**config.mk**
```make
export PLATFORM = sky130hd
export DESIGN_NAME = vco_period_scheduler
export DESIGN_NICKNAME = d
export VERILOG_FILES = /design/src/rtl/vco_period_scheduler.sv
export SDC_FILE = /design/constraint.sdc
export NUM_CORES = 1
export LEC_CHECK = 0
export BUFFER_PORTS_ARGS = -buffer_cell sky130_fd_sc_hd__buf_4
export CAP_MARGIN = 40
export CORE_MARGIN = 1.5
export CORE_UTILIZATION = 48
export CTS_CLUSTER_SIZE = 10
export DETAILED_ROUTE_END_ITERATION = 10
export HOLD_SLACK_MARGIN = 0.06
export PLACE_DENSITY_LB_ADDON = 0.05
export SYNTH_ARGS = -nofsm -noshare
export SYNTH_HDL_FRONTEND = slang
export SYNTH_SLANG_ARGS = --single-unit
```
**constraint.sdc**
```tcl
create_clock -name clk -period 2.3 [get_ports clk]
set_input_delay 0.345 -clock clk [delete_from_list [all_inputs] [get_ports clk]]
set_output_delay 0.345 -clock clk [all_outputs]
set_load 0.05 [all_outputs]
```
**src/rtl/vco_period_scheduler.sv**
```systemverilog
`default_nettype none
// ============================================================================
// Module   : vco_period_scheduler
// Purpose  : Shares one serial restoring divider and one external natural_log
//            unit between NUM_CH 555-style VCO channels. For a requesting
//            channel it computes
//                cycles_high = CLOCK_RC * ln(1 + v / (2*(VCC - v)))
//            and writes the result into that channel's cycles_high register.
//
// Ports    : clk          system clock
//            I_RST        synchronous reset, active-high
//            req          per-channel recompute request (pulse is enough)
//            v_control    signed 16-bit control voltage per channel
//            log_in       8.8 argument presented to natural_log
//            log_out      8-frac ln(log_in), LOG_LATENCY cycles after issue
//            cycles_high  per-channel high time in clk cycles (32 bits each)
//            upd          one-cycle strobe, channel's cycles_high rewritten
//            busy         a computation is in flight
//
// Config   : VCO_SCHED_PRIORITY_EN defined   -> fixed priority, lowest pending
//                                               index wins (no rr pointer)
//            VCO_SCHED_PRIORITY_EN undefined -> round-robin arbitration
//
// Revision : 1.0  initial release
// ============================================================================
module vco_period_scheduler #(
    parameter int NUM_CH      = 4,
    parameter int CLOCK_RC    = 4096,
    parameter int LOG_LATENCY = 2,
    parameter int CH_DEFAULT  = 1000
) (
    input  logic                   clk,
    input  logic                   I_RST,
    input  logic [NUM_CH-1:0]      req,
    input  logic [16*NUM_CH-1:0]   v_control,
    output logic [23:0]            log_in,
    input  logic [11:0]            log_out,
    output logic [32*NUM_CH-1:0]   cycles_high,
    output logic [NUM_CH-1:0]      upd,
    output logic                   busy
);

    localparam int          c_idx_w   = (NUM_CH > 1) ? $clog2(NUM_CH) : 1;
    localparam logic [31:0] c_rc16    = 32'(CLOCK_RC >> 4);
    localparam logic [4:0]  c_div_end = 5'd15;
    localparam logic [4:0]  c_log_end = 5'(LOG_LATENCY - 1);
    // Largest control voltage that keeps 2*(16384-v)>>8 non-zero.
    localparam logic [15:0] c_v_max   = 16'd16256;

    typedef enum logic [2:0] {
        ST_IDLE = 3'd0,
        ST_PREP = 3'd1,
        ST_DIV  = 3'd2,
        ST_LOGW = 3'd3,
        ST_MUL  = 3'd4,
        ST_WR   = 3'd5
    } state_t;

    state_t               r_state;
    logic [NUM_CH-1:0]    r_pend;
    logic [c_idx_w-1:0]   r_grant;
    logic [15:0]          r_v;       // latched signed control voltage
    logic [15:0]          r_dvd;     // dividend, becomes quotient MSB-first
    logic [15:0]          r_rem;     // partial remainder
    logic [15:0]          r_den;     // divisor
    logic [4:0]           r_cnt;     // DIV / LOGW cycle counter
    logic [11:0]          r_logv;    // captured natural_log result
    logic [31:0]          r_prod;    // saturated product awaiting WR

    logic                 w_found;
    logic [c_idx_w-1:0]   w_grant;
    logic [NUM_CH-1:0]    w_grant_oh;
    logic [15:0]          w_vs;
    logic [15:0]          w_den;
    logic [16:0]          w_shift;
    logic                 w_ge;
    logic [15:0]          w_rem_next;
    logic [15:0]          w_quo_next;
    logic [43:0]          w_full;
    logic [31:0]          w_sat;

`ifdef VCO_SCHED_PRIORITY_EN
    // Fixed priority: scan from the top so the lowest pending index wins.
    always_comb begin
        w_found = 1'b0;
        w_grant = '0;
        for (int i = NUM_CH - 1; i >= 0; i--) begin
            if (r_pend[i]) begin
                w_found = 1'b1;
                w_grant = c_idx_w'(i);
            end
        end
    end
`else
    logic [c_idx_w-1:0]   r_rr;

    // Round-robin: first pending index at or after r_rr, wrapping at NUM_CH.
    always_comb begin
        int idx;
        idx     = 0;
        w_found = 1'b0;
        w_grant = '0;
        for (int i = 0; i < NUM_CH; i++) begin
            idx = int'(r_rr) + i;
            if (idx >= NUM_CH) begin
                idx = idx - NUM_CH;
            end
            if (!w_found && r_pend[idx]) begin
                w_found = 1'b1;
                w_grant = c_idx_w'(idx);
            end
        end
    end
`endif

    // Only a grant in IDLE clears a pending bit.
    assign w_grant_oh = (r_state == ST_IDLE && w_found)
                      ? (NUM_CH'(1) << w_grant) : '0;

    // Clamp the signed voltage into [0, 16256].
    always_comb begin
        if (r_v[15]) begin
            w_vs = 16'd0;
        end else if (r_v > c_v_max) begin
            w_vs = c_v_max;
        end else begin
            w_vs = r_v;
        end
    end

    // den = (2*(16384 - v_s)) >> 8; always >= 1 after the clamp.
    always_comb begin
        logic [16:0] diff2;
        diff2 = {(17'd16384 - {1'b0, w_vs}), 1'b0} >> 1;
        diff2 = diff2 << 1;
        w_den = {8'd0, diff2[15:8]} | {7'd0, diff2[16], 8'd0};
    end

    // One restoring-divide step: shift in next dividend bit, trial subtract.
    assign w_shift    = {r_rem, r_dvd[15]};
    assign w_ge       = (w_shift >= {1'b0, r_den});
    assign w_rem_next = w_ge ? 16'(w_shift - {1'b0, r_den}) : w_shift[15:0];
    assign w_quo_next = {r_dvd[14:0], w_ge};

    // ((CLOCK_RC >> 4) * log_out) >> 4, saturating to 32 bits.
    assign w_full = {12'd0, c_rc16} * {32'd0, r_logv};
    assign w_sat  = (|w_full[43:36]) ? 32'hFFFF_FFFF : w_full[35:4];

    always_ff @(posedge clk) begin
        if (I_RST) begin
            r_state     <= ST_IDLE;
            r_pend      <= '0;
            r_grant     <= '0;
            r_v         <= '0;
            r_dvd       <= '0;
            r_rem       <= '0;
            r_den       <= 16'd1;
            r_cnt       <= '0;
            r_logv      <= '0;
            r_prod      <= '0;
            log_in      <= '0;
            upd         <= '0;
            busy        <= 1'b0;
            cycles_high <= {NUM_CH{32'(CH_DEFAULT)}};
`ifndef VCO_SCHED_PRIORITY_EN
            r_rr        <= '0;
`endif
        end else begin
            // A request in the grant cycle wins over the clear, so the
            // channel is re-served later.
            r_pend <= (r_pend & ~w_grant_oh) | req;

            case (r_state)
                ST_IDLE: begin
                    if (w_found) begin
                        r_grant <= w_grant;
                        r_v     <= v_control[16*w_grant +: 16];
                        busy    <= 1'b1;
                        r_state <= ST_PREP;
`ifndef VCO_SCHED_PRIORITY_EN
                        r_rr    <= (int'(w_grant) == NUM_CH - 1)
                                 ? '0 : w_grant + c_idx_w'(1);
`endif
                    end
                end

                ST_PREP: begin
                    r_dvd   <= w_vs;
                    r_rem   <= '0;
                    r_den   <= w_den;
                    r_cnt   <= '0;
                    r_state <= ST_DIV;
                end

                ST_DIV: begin
                    r_rem <= w_rem_next;
                    r_dvd <= w_quo_next;
                    if (r_cnt == c_div_end) begin
                        // Quotient is complete this cycle; present it at once.
                        log_in  <= 24'd256 + {8'd0, w_quo_next};
                        r_cnt   <= '0;
                        r_state <= ST_LOGW;
                    end else begin
                        r_cnt <= r_cnt + 5'd1;
                    end
                end

                ST_LOGW: begin
                    if (r_cnt == c_log_end) begin
                        r_logv  <= log_out;
                        r_state <= ST_MUL;
                    end else begin
                        r_cnt <= r_cnt + 5'd1;
                    end
                end

                ST_MUL: begin
                    r_prod  <= w_sat;
                    upd     <= NUM_CH'(1) << r_grant;
                    r_state <= ST_WR;
                end

                ST_WR: begin
                    cycles_high[32*r_grant +: 32] <= r_prod;
                    upd     <= '0;
                    busy    <= 1'b0;
                    r_state <= ST_IDLE;
                end

                default: begin
                    r_state <= ST_IDLE;
                    upd     <= '0;
                    busy    <= 1'b0;
                end
            endcase
        end
    end

endmodule
`default_nettype wire

```
==> impl_metrics.json, run 1 <==
{
  "status": "finished, violations left",
  "failed_checks": "setup timing",
  "start_util": 0.490,
  "die_area_um2": 18500,
  "die_w_um": 136,
  "power.density_nw_per_um2": 1350,
  "drc_errors": 0,
  "power_mw": 13.9,
  "hold_class": "in -> reg",
  "grt_pass1_vias": 6566,
  "setup.worst_path.start_class": "flop",
  "first_iter_violations": 460,
  "arrival_ns": 2.63,
  "numPortBuffers": 155,
  "fp.dieH_um": 136,
  "period_needed_ns": 2.32,
  "layout.nets": 1251,
  "grt_pass1_wl_um": 33400,
  "rsz0062_at_grt": "true",
  "endpoint_kind": "flop",
  "grt_max_degree": 85,
  "routedWlPerCell_um": 15.2,
  "cp.required_ns": 2.61,
  "synthCells": 988,
  "drt-pass1-iter-count": 7,
  "cp_slowest_stage_delay_ns": 0.53,
  "antenna_left": 0,
  "path_max_fanout": 9,
  "drt_wl_total_um": 21000,
  "finalSetupViolations": 2,
  "num_rows": 48,
  "cts_hold_repair.buffers": 0,
  "maxCapViolations": 0,
  "async_flop_share": 0,
  "grt_usage": 0.228,
  "crit_family": "simple AND/OR/NAND/NOR gates",
  "crit_type": "reg -> reg",
  "cts_tree": "done",
  "netlist.area_leader.share": 0.404,
  "hold_viol": 0,
  "dp_hpwl_um": 15100,
  "cts_root_buf": "clkbuf_16",
  "overflow": 0,
  "cts_buffers": 17,
  "irDropWorstVdd_mv": 1.24,
  "synth_area_um2": 8480,
  "htree_levels": 4,
  "crit_path_cell_trace": "or4_4 > or3_4 > a2111oi_4 > nor3b_4 > buf_4 > mux2i_1 > o21ai_1",
  "setup_ws_ns": -0.0247,
  "synth_area_leaders": "dfxtp_1 40%, buf_4 7.4%, mux2i_1 6.7%",
  "worst_pin_slew_ns": 0.534,
  "crit_slowest_cell": "or4_4",
  "synth_cell_types": 57,
  "post-route-util": 0.599,
  "yosysSeqAreaShare": 0.404,
  "place.gp.congestion": 0.819,
  "fillCellCount": 1620,
  "cellLeakagePower_nw": 4.42,
  "diodes": 0,
  "period_share": 1.01,
  "cts.clk_slew.worst_paths_ns": 0.07,
  "cts_buffer_depth": 2,
  "fmax_mhz": 430,
  "synth_top_cell_by_area": "dfxtp_1",
  "avgSynthCellArea_um2": 8.58,
  "clk_latency_ns": 0.43,
  "antenna_found_initial": 0,
  "ys_ff_latch": 171,
  "maxSlewViolCount": 0,
  "drive_above_1_share": 0.212,
  "yosys_warnings": 0,
  "slew_headroom": 0.639,
  "num_io_pins": 239,
  "coreArea_um2": 17300,
  "path_buf_inv": 1,
  "vias_per_cell": 5.24,
  "cts.sinks": 171,
  "vias": 7241,
  "areaGrowthSynthToFinish_pct": 22.2,
  "fin_skew_ns": 0.0152,
  "synth_flop_cell": "dfxtp_1",
  "synth-edff-count": 0
}
worst paths after layout:
path              cells past startpoint           start  slack, ns              to
setup / recovery                      7       r_rem[11]      -0.02        r_rem[6]
hold / removal                        3          req[2]       0.12       r_pend[2]
hold reg to reg                       1  cycles_high[3]       0.45  cycles_high[3]
setup reg to reg                      7       r_rem[11]      -0.02        r_rem[6]
metal layers:
metal | wire, µm | GRT usage
met3 | 1000 | 0.0447
met1 | 10400 | 0.334
met4 | 205 | 0.0473
met2 | 9360 | 0.347
met5 | 0 | 0
final cells by class:
class                   count  area, µm²  share of cell area
multi-input cells         733       4460               0.431
flip-flops and latches    171       3430               0.331
repair buffers            196       1510               0.146
clock buffers              18        429              0.0414
well taps                 225        282              0.0272
clock inverters            14        158              0.0152
inverters                  24       90.1             0.00870
sequential cells by signal, summed over array words and instances, names as in the netlist:
name	count
cycles_high	52
r_v	16
r_pend	4
r_cnt	5
r_state	3
upd	4
r_den	9
r_logv	12
r_rem	16
busy	1
r_prod	12
r_dvd	16
r_grant	2
log_in	17
r_rr	2
cell families after synthesis:
group	share of synthesized area
buffers and inverters	0.111
AND/OR/NAND/NOR	0.188
XOR/XNOR	0.0238
AO/OA/AOI/OAI	0.166
multiplexers	0.0673
other	0.000442
adder cells (fa/ha/maj)	0.0393
flip-flops	0.404
synth_stat cells, types with 4 or more instances:
library cell / count
a211o_1: 20
a211oi_1: 19
a21o_1: 5
a21oi_1: 68
a221o_1: 5
a221oi_1: 6
a22oi_1: 17
and2_1: 6
and3_1: 18
buf_4: 83
clkbuf_1: 55
dfxtp_1: 171
ha_1: 25
inv_1: 24
mux2i_1: 57
nand2_1: 103
nand2b_1: 4
nand3_1: 32
nand3b_1: 17
nand4_1: 5
nor2_1: 103
nor3_1: 27
nor4_1: 4
o21a_1: 4
o21ai_0: 13
o21ai_1: 5
o221ai_1: 16
o22ai_1: 4
or3_1: 4
xnor2_1: 14
xor2_1: 9
report_power, final:
group	total, mW	internal, mW	switching (mW)
Combinational	7.12	3.24	3.88
Sequential	3.95	3.44	0.505
Clock	2.88	1.63	1.25
through the flow:
step	std cells	area (µm²)	hold slack, ns	setup WS, ns	setup TNS (ns)
floorplan	1070	8790	0.428	-0.0510	-0.255
global placement	1347	9720	0.437	0.0571	0
detailed placement	1347	9720	0.444	-0.00483	-0.0103
CTS	1379	10300	0.112	-0.0157	-0.0614
global route	1381	10400	0.119	-0.0976	-0.625
finish	1381	10400	0.121	-0.0247	-0.0424
cell usage in the layout (no fill, tap or decap), types with 4 or more instances in the layout:
cell type  instances
nand3b_1          17
mux2i_1           57
nor2_1           102
dfxtp_1          168
o22ai_1            4
nand2b_1           4
buf_4            192
conb_1            83
or3_1              4
o221ai_1          16
nand4_1            5
xnor2_1           14
xor2_1             9
clkbuf_16         17
a21oi_1           67
and2_1             6
nand2_1          103
o21ai_0           13
a211oi_1          19
nand3_1           32
a221o_1            5
a22oi_1           17
a211o_1           20
inv_6              6
inv_1             24
a21o_1             5
nor3_1            26
ha_1              24
a221oi_1           6
and3_1            18
o21ai_1            5
timing repair:
item,4_1_cts,5_1_grt
setup endpoints to repair,6,14
setup buffers,0,2
resized for setup,0,9
pin swaps,0,4
endpoints found under the hold margin,0,0
worst register-to-register path, stage by stage, from the launching register on:
cell and delay (ns):
dfxtp_2 0.34, or4_4 0.53, or3_4 0.38, a2111oi_4 0.23
nor3b_4 0.26, buf_4 0.20, mux2i_1 0.20, o21ai_1 0.07
Note: power is estimated with default switching activity, not from simulation.
==> run 2, diff against run 1 <==
--- a/config.mk
+++ b/config.mk
@@ -7,8 +7,8 @@
 export LEC_CHECK = 0
 export BUFFER_PORTS_ARGS = -buffer_cell sky130_fd_sc_hd__buf_4
 export CAP_MARGIN = 40
-export CORE_MARGIN = 1.5
-export CORE_UTILIZATION = 48
+export CORE_MARGIN = 10
+export CORE_UTILIZATION = 32
 export CTS_CLUSTER_SIZE = 10
 export DETAILED_ROUTE_END_ITERATION = 10
 export HOLD_SLACK_MARGIN = 0.06
==> constraint.sdc (replaced) <==
create_clock -name clk -period 1.9 [get_ports clk]
set_input_delay 0.285 -clock clk [delete_from_list [all_inputs] [get_ports clk]]
set_output_delay 0.285 -clock clk [all_outputs]
set_load 0.05 [all_outputs]
==> impl_metrics.json, run 2 (synthesized netlist as in run 1, its figures left out) <==
{
  "status": "finished, violations left",
  "failed_checks": "setup timing",
  "maxCapViolations": 0,
  "hold_viol": 0,
  "first_iter_violations": 451,
  "die_w_um": 183,
  "r2r_end": "r_rem[1]",
  "r2r_setup_slack_ns": -0.41,
  "r2r_cells": 7,
  "cts.sinks": 171,
  "setup.worst_path.start_class": "flop",
  "cp.required_ns": 2.28,
  "hold_path.startpoint": "req[3]",
  "regMostFlops": "cycles_high",
  "endpoint_kind": "flop",
  "worst_pin_slew_ns": 0.721,
  "irDropWorstVdd_mv": 1.40,
  "fin_skew_ns": 0.0159,
  "drt_wl_total_um": 27000,
  "crit_path_cell_trace": "or4_4 > or3_4 > a2111oi_4 > nor3b_4 > buf_6 > mux2i_1 > a22o_1",
  "place.gp.congestion": 0.829,
  "layout.nets": 1326,
  "cts_tree": "done",
  "final_common_cell": "buf_4",
  "timing.rr.start": "r_rem[11]",
  "finalSetupViolations": 18,
  "cts_buffer_depth": 2,
  "cts_buffers": 17,
  "grt_pass1_vias": 7703,
  "cp_slowest_stage_delay_ns": 0.54,
  "cts_root_buf": "clkbuf_16",
  "hold-path-endpoint": "r_pend[3]",
  "numPortBuffers": 155,
  "cellLeakagePower_nw": 4.85,
  "routedWlPerCell_um": 17.3,
  "grt_max_degree": 85,
  "num_io_pins": 239,
  "coreArea_um2": 26100,
  "start_util": 0.325,
  "reg_top3": "cycles_high x52, log_in x17",
  "path_max_fanout": 6,
  "clk_latency_ns": 0.44,
  "dp_hpwl_um": 19900,
  "vias_per_cell": 4.81,
  "antenna_found_initial": 0,
  "period_needed_ns": 2.31,
  "mostFrequentLayoutCells": "252 x buf_4, 167 x dfxtp_1, 102 x nand2_1",
  "setup_ws_ns": -0.406,
  "grt_pass1_wl_um": 42400,
  "antenna_left": 0,
  "vias": 7533,
  "arrival_ns": 2.69,
  "slew_headroom": 0.519,
  "hold_class": "in -> reg",
  "power.density_nw_per_um2": 1670,
  "diodes": 0,
  "num_rows": 59,
  "grt_usage": 0.156,
  "drive_above_1_share": 0.272,
  "cts.clk_slew.worst_paths_ns": 0.07,
  "areaGrowthSynthToFinish_pct": 33.1,
  "power_mw": 18.8,
  "rsz0062_at_grt": "true",
  "largest_register_ffs": 52,
  "crit_type": "reg -> reg",
  "overflow": 0,
  "fp.dieH_um": 183,
  "fmax_mhz": 434,
  "maxSlewViolCount": 0,
  "drt-pass1-iter-count": 5,
  "crit_slowest_cell": "or4_4",
  "die_area_um2": 33400,
  "drc_errors": 0,
  "htree_levels": 4,
  "fin_tns_setup_ns": -5.29,
  "period_share": 1.21,
  "worstHoldPathCells": 3
}
## run 2: changes by cell type in the layout (fill, tap and decap cells not counted), moves of 3 or more
cell           previous run  this run
clkbuf_16                17        20
o21ai_0                  13         8
buf_12                    3        10
dlygate4sd3_1             0         3
buf_4                   192       252
o21ai_1                   5        10
nor2_1                  102        99
## run 2: final cells by class
type,count,area [µm²]
Multi-Input combinational cell,733,4560
Fill cell,2616,14800
Timing Repair Buffer,271,2230
Inverter,24,93.8
Tap cell,335,419
Sequential cell,171,3430
Clock buffer,18,439
Clock inverter,13,110
## run 2: worst max-delay path by stage
stage	depth (start not counted)	slack (ns)	end	start
final	7	-0.41	r_rem[1]	r_rem[11]
after global routing	7	-0.54	r_rem[6]	r_rem[11]
after CTS	7	-0.40	r_rem[1]	r_rem[11]
after detailed placement	7	-0.41	r_rem[1]	r_rem[11]
after global placement	7	-0.34	r_rem[2]	r_rem[11]
after floorplan	7	-0.45	r_rem[2]	r_rem[11]
## run 2: metal layers
metal	GRT usage	vias to the layer above	wire (µm)
met5	0	-	0
li1	-	3787	-
met2	0.241	166	12300
met3	0.0368	10	1320
met1	0.214	3570	13300
met4	0.0371	0	167
## run 2: stage by stage
stage	utilization	hold slack, ns	area, µm²	setup WS (ns)	instances
after global placement	0.401	0.439	10400	-0.337	1524
final	0.433	0.0726	11300	-0.406	1565
after global routing	0.433	0.0805	11300	-0.535	1565
after CTS	0.426	0.0611	11100	-0.396	1561
after floorplan	-	0.402	8800	-0.449	1070
after detailed placement	0.401	0.446	10400	-0.408	1524
## run 2: where the power goes
part / switching (mW) / internal, mW
registers: 0.506 / 4.16
clock network: 1.62 / 1.74
logic: 5.43 / 5.33
total: 7.56 / 11.2
## run 2: repair_timing
item / in CTS / in global routing
hold buffers: 3 / 0
pin swaps: 4 / 4
hold endpoints to repair: 3 / 0
setup buffers: 5 / 3
resized for setup: 12 / 19
cloned: 0 / 3
setup endpoints to repair: 18 / 62
## run 2: worst max-delay path, delay by kind of cell (launching register included)
family                 cells  cell delay [ns]
flip-flops                 1             0.32
buffers and inverters      1             0.17
AND/OR/NAND/NOR            3             1.17
AO/OA/AOI/OAI              2             0.37
multiplexers               1             0.21
